[src/rtl/branch_resolver.sv]
// Branch resolver: tracks in-flight predicted branches in fetch order and resolves the oldest one.
// Produces a registered predictor update strobe and saturating statistics counters.
module branch_resolver #(
  parameter int DEPTH = 4,
  parameter int CNT_W = 16
) (
  input  logic                     clk,
  input  logic                     rst_n,
  input  logic                     pred_valid,
  input  logic                     prediction,
  output logic                     pred_ready,
  input  logic                     resolve_valid,
  input  logic                     resolve_taken,
  output logic                     request,
  output logic                     taken,
  output logic                     mispredict,
  output logic [$clog2(DEPTH):0]   inflight,
  output logic [CNT_W-1:0]         branch_count,
  output logic [CNT_W-1:0]         mispredict_count
);

  localparam int PTR_W = $clog2(DEPTH);
  localparam int OCC_W = PTR_W + 1;
  localparam logic [OCC_W-1:0] OCC_FULL = OCC_W'(DEPTH);
  localparam logic [CNT_W-1:0] CNT_MAX  = {CNT_W{1'b1}};

  logic [DEPTH-1:0] pred_q;
  logic [PTR_W-1:0] wr_ptr;
  logic [PTR_W-1:0] rd_ptr;
  logic [OCC_W-1:0] occ_nxt;
  logic             push;
  logic             pop;
  logic             head;
  logic             miss;

  // Readiness depends only on current occupancy, so a pop never frees a slot in the same cycle.
  assign pred_ready = (inflight < OCC_FULL);
  assign push       = pred_valid & pred_ready;
  assign pop        = resolve_valid & (inflight != '0);
  assign head       = pred_q[rd_ptr];
  assign miss       = pop & (head != resolve_taken);

  always_comb begin
    occ_nxt = inflight;
    if (miss) begin
      occ_nxt = '0;
    end else begin
      case ({push, pop})
        2'b10:   occ_nxt = inflight + 1'b1;
        2'b01:   occ_nxt = inflight - 1'b1;
        default: occ_nxt = inflight;
      endcase
    end
  end

  // A mispredict flushes the wrong-path entries and drops any same-cycle push.
  always_ff @(posedge clk or negedge rst_n) begin
    if (!rst_n) begin
      pred_q   <= '0;
      wr_ptr   <= '0;
      rd_ptr   <= '0;
      inflight <= '0;
    end else begin
      inflight <= occ_nxt;
      if (miss) begin
        wr_ptr <= '0;
        rd_ptr <= '0;
      end else begin
        if (push) begin
          pred_q[wr_ptr] <= prediction;
          wr_ptr         <= wr_ptr + 1'b1;
        end
        if (pop) begin
          rd_ptr <= rd_ptr + 1'b1;
        end
      end
    end
  end

  always_ff @(posedge clk or negedge rst_n) begin
    if (!rst_n) begin
      request    <= 1'b0;
      taken      <= 1'b0;
      mispredict <= 1'b0;
    end else begin
      request    <= pop;
      taken      <= pop & resolve_taken;
      mispredict <= miss;
    end
  end

  always_ff @(posedge clk or negedge rst_n) begin
    if (!rst_n) begin
      branch_count     <= '0;
      mispredict_count <= '0;
    end else begin
      if (pop && (branch_count != CNT_MAX)) begin
        branch_count <= branch_count + 1'b1;
      end
      if (miss && (mispredict_count != CNT_MAX)) begin
        mispredict_count <= mispredict_count + 1'b1;
      end
    end
  end

endmodule

[config.mk]
export PLATFORM = sky130hd
export DESIGN_NAME = branch_resolver
export DESIGN_NICKNAME = d
export VERILOG_FILES = /design/src/rtl/branch_resolver.sv
export SDC_FILE = /design/constraint.sdc
export NUM_CORES = 1
export LEC_CHECK = 0
export BUFFER_PORTS_ARGS = -buffer_cell sky130_fd_sc_hd__buf_2
export CORE_ASPECT_RATIO = 1.75
export CORE_UTILIZATION = 59
export CTS_CLUSTER_DIAMETER = 50
export DETAILED_ROUTE_END_ITERATION = 10
export GPL_ROUTABILITY_DRIVEN = 0
export GPL_TIMING_DRIVEN = 0
export PLACE_DENSITY_LB_ADDON = 0.2
export SYNTH_ARGS = -nofsm -noshare
export SYNTH_HDL_FRONTEND = slang
export SYNTH_SLANG_ARGS = --single-unit
[constraint.sdc]
create_clock -name clk -period 5.5 [get_ports clk]
set_clock_uncertainty 0.1 [all_clocks]
set_input_delay 0.825 -clock clk [delete_from_list [all_inputs] [get_ports clk]]
set_output_delay 0.825 -clock clk [all_outputs]
set_load 0.05 [all_outputs]
==> results.cfg <==
[outcome]
outcome = finished, final reports clean

[cts]
cts-root-buf = clkbuf_8
cts_setup_buffers = 0
cts_resized = 0
cts_made_buffers = 5
clock_sink_count = 46
ctsLongestPathBuffers = 2
htree_levels = 2
tritoncts = done
insertion_delay_ns = 0.30
cts_hold_buf = 0
path_clk_slew_ns = 0.08

[yosys]
synth_cells = 213
synth_cell_types = 37
synth_flop_cell = dfrtp_1
synth_fp_nets = 226
postSynthAreaPerCell_sq_um = 10.9
yosys_warnings = 0
synth_area_sq_um = 2320
ys_ff_latch = 46
synth_edf_count = 0
yosysSeqAreaShare_pct = 49.5
async_reset_ff_share_pct = 100

[global_route]
grt_use_total_pct = 24.0
grt_pass1_vias = 1691
antenna_found_initial = 0
overflow = 0
grt_start_max_net_pins = 47
grt_pass1_wl_microns = 7800

[layout]
drive_gt1_share_pct = 27.2
fin_util_pct = 73.2
fin_nets = 277
syn2layout_area_growth_pct = 16.5
insertedDiodeCount = 0

[placed_design]
pre_cts_ws_ns = 2.93
io_buffers = 44
dp_hpwl_microns = 3290

[critical_path]
critical_path_class = in -> reg
worstPathRequired_ns = 5.62
cp-end-kind = flip-flop
rrSetupSlack_ns = 3.37
crit_fanout = 9
start_kind = input pin
arrival_ns = 2.38

[routing]
wl_microns = 4470
ant_nets = 0
first_iter_violations = 44
vias = 1758
via_per_inst = 5.65
drc = 0
drt-wirelength-per-cell_microns = 14.4
drt-pass1-iter-count = 4

[timing]
tightest_slew_ns = 0.981
finalWorstSetupSlack_ns = 3.24
fin_crit_sh_pct = 41.1
setup_viol = 0
rsz0062_at_grt = false
min_period_ns = 2.26
slew_headroom_pct = 34.6
drv_slew = 0
fin_tns_setup_ns = 0
finalHoldViolations = 0
fmax_mhz = 443

[floorplan]
core_area_sq_um = 3700
initial_core_util_pct = 62.8
fp.dieW_microns = 49.5
num_rows = 29
dieHeight_microns = 85.0
io_pins = 45
fp.dieArea_sq_um = 4210

[power]
powerDensity_nw_per_um2 = 502
swShare_pct = 45.7
p_leak_nw = 1.35
p_seq_share_pct = 38.7
p_comb_share_pct = 44.6
power.total_w = 0.00136
p_clk_share_pct = 16.7
switchingPower_w = 0.000622
internal_power_w = 0.000737
ir_worst_vdd_v = 0.000396

[flow_run]
cap_violations = 0

[min_path]
hp-class = reg -> reg
cell type report:
type,instances,area (sq um)
sequential,46,1150
timing repair buffer,44,220
multi-input combinational,157,1120
clock inverter,1,8.76
tap,46,57.6
inverter,7,26.3
clock buffer,7,96.3
fill,296,993
buffer,3,26.3
worst max-delay path, stage by stage:
cell and delay [ns]:
buf_2 0.09, nor2b_1 0.12, buf_1 0.36, nor2_1 0.10, fa_1 0.40, nor4_1 0.28, a21oi_1 0.07, o22ai_1 0.13
metrics by stage:
step	area (sq um)	hold slack, ns	cells
floorplan	2320	0.379	213
CTS	2710	0.400	311
finish	2710	0.398	311
detailed placement	2600	0.388	303
global placement	2600	0.366	303
global route	2710	0.436	311
cells by family (layout without fill, tap and decap cells):
kind of cell | after synthesis | after routing | synth area share (%)
and+or+nand+nor | 95 | 95 | 21.3
DFF | 46 | 46 | 49.5
xor gates and xnor gates | 29 | 29 | 10.9
AOI/OAI and AO/OA | 14 | 14 | 5.65
muxes | 12 | 12 | 6.24
buffers and inverters | 10 | 62 | 2.26
adders and majority gates | 7 | 7 | 4.09
worst paths after layout:
path | endpoint | depth (start not counted) | start
max | inflight[2] | 8 | pred_valid
min | mispredict_count[10] | 1 | mispredict_count[10]
max reg2reg | branch_count[1] | 5 | branch_count[0]
min reg2reg | mispredict_count[10] | 1 | mispredict_count[10]
max in group asynchronous | wr_ptr[1] | 1 | rst_n
min in group asynchronous | branch_count[0] | 1 | rst_n
registers in the layout, summed over array words and instances, names as in the netlist:
register	flops
branch_count	16
wr_ptr	2
inflight	3
pred_q	4
mispredict_count	16
taken	1
request	1
mispredict	1
rd_ptr	2
power by group through the flow:
stage	Combinational, W	Sequential [W]	Clock (W)
2_1_floorplan	0.000283	0.000714	0
3_3_place_gp	0.000594	0.000529	0
3_5_place_dp	0.000608	0.000533	0
4_1_cts	0.000612	0.000527	0.000233
5_1_grt	0.000652	0.000540	0.000242
6_report	0.000606	0.000526	0.000227
cells in the final DEF, fill, tap and decap left out, types with 3 or more instances in the layout:
cell      netlist  layout
nor2_1         22      22
nor4_1          3       3
ha_1            6       6
buf_2           0      44
a21oi_1         5       5
nand4_1         6       6
inv_1           5       5
mux2_4          3       3
mux2_2          5       5
mux2i_1         3       3
xnor2_1        17      17
nand3_1        22      22
and3_1          8       8
and4_1          3       3
nor3_1          6       6
nand2_1        16      16
xor2_1         12      12
clkbuf_8        0       7
dfrtp_1        46      46
per-layer routing:
layer	track usage (%)	up-vias	part of all wire, %
met5	0	-	0
met4	8.31	0	1.5
li1	-	842	-
met2	43.1	46	54
met1	28.3	865	41
met3	4.30	5	4.1
synthesized netlist by cell type, types with 3 or more instances:
library cell	number	share of area, %
nor2_1	22	3.6
mux2_4	3	1.9
a21oi_1	5	1.1
mux2i_1	3	1.3
ha_1	6	3.2
nand2_1	16	2.6
nor3_1	6	1.3
xnor2_1	17	6.4
and3_1	8	2.2
and4_1	3	1.1
nand4_1	6	1.6
xor2_1	12	4.5
dfrtp_1	46	50
mux2_2	5	2.4
nor4_1	3	0.81
nand3_1	22	4.7
inv_1	5	0.81
Power figures use the tool's default switching activity.
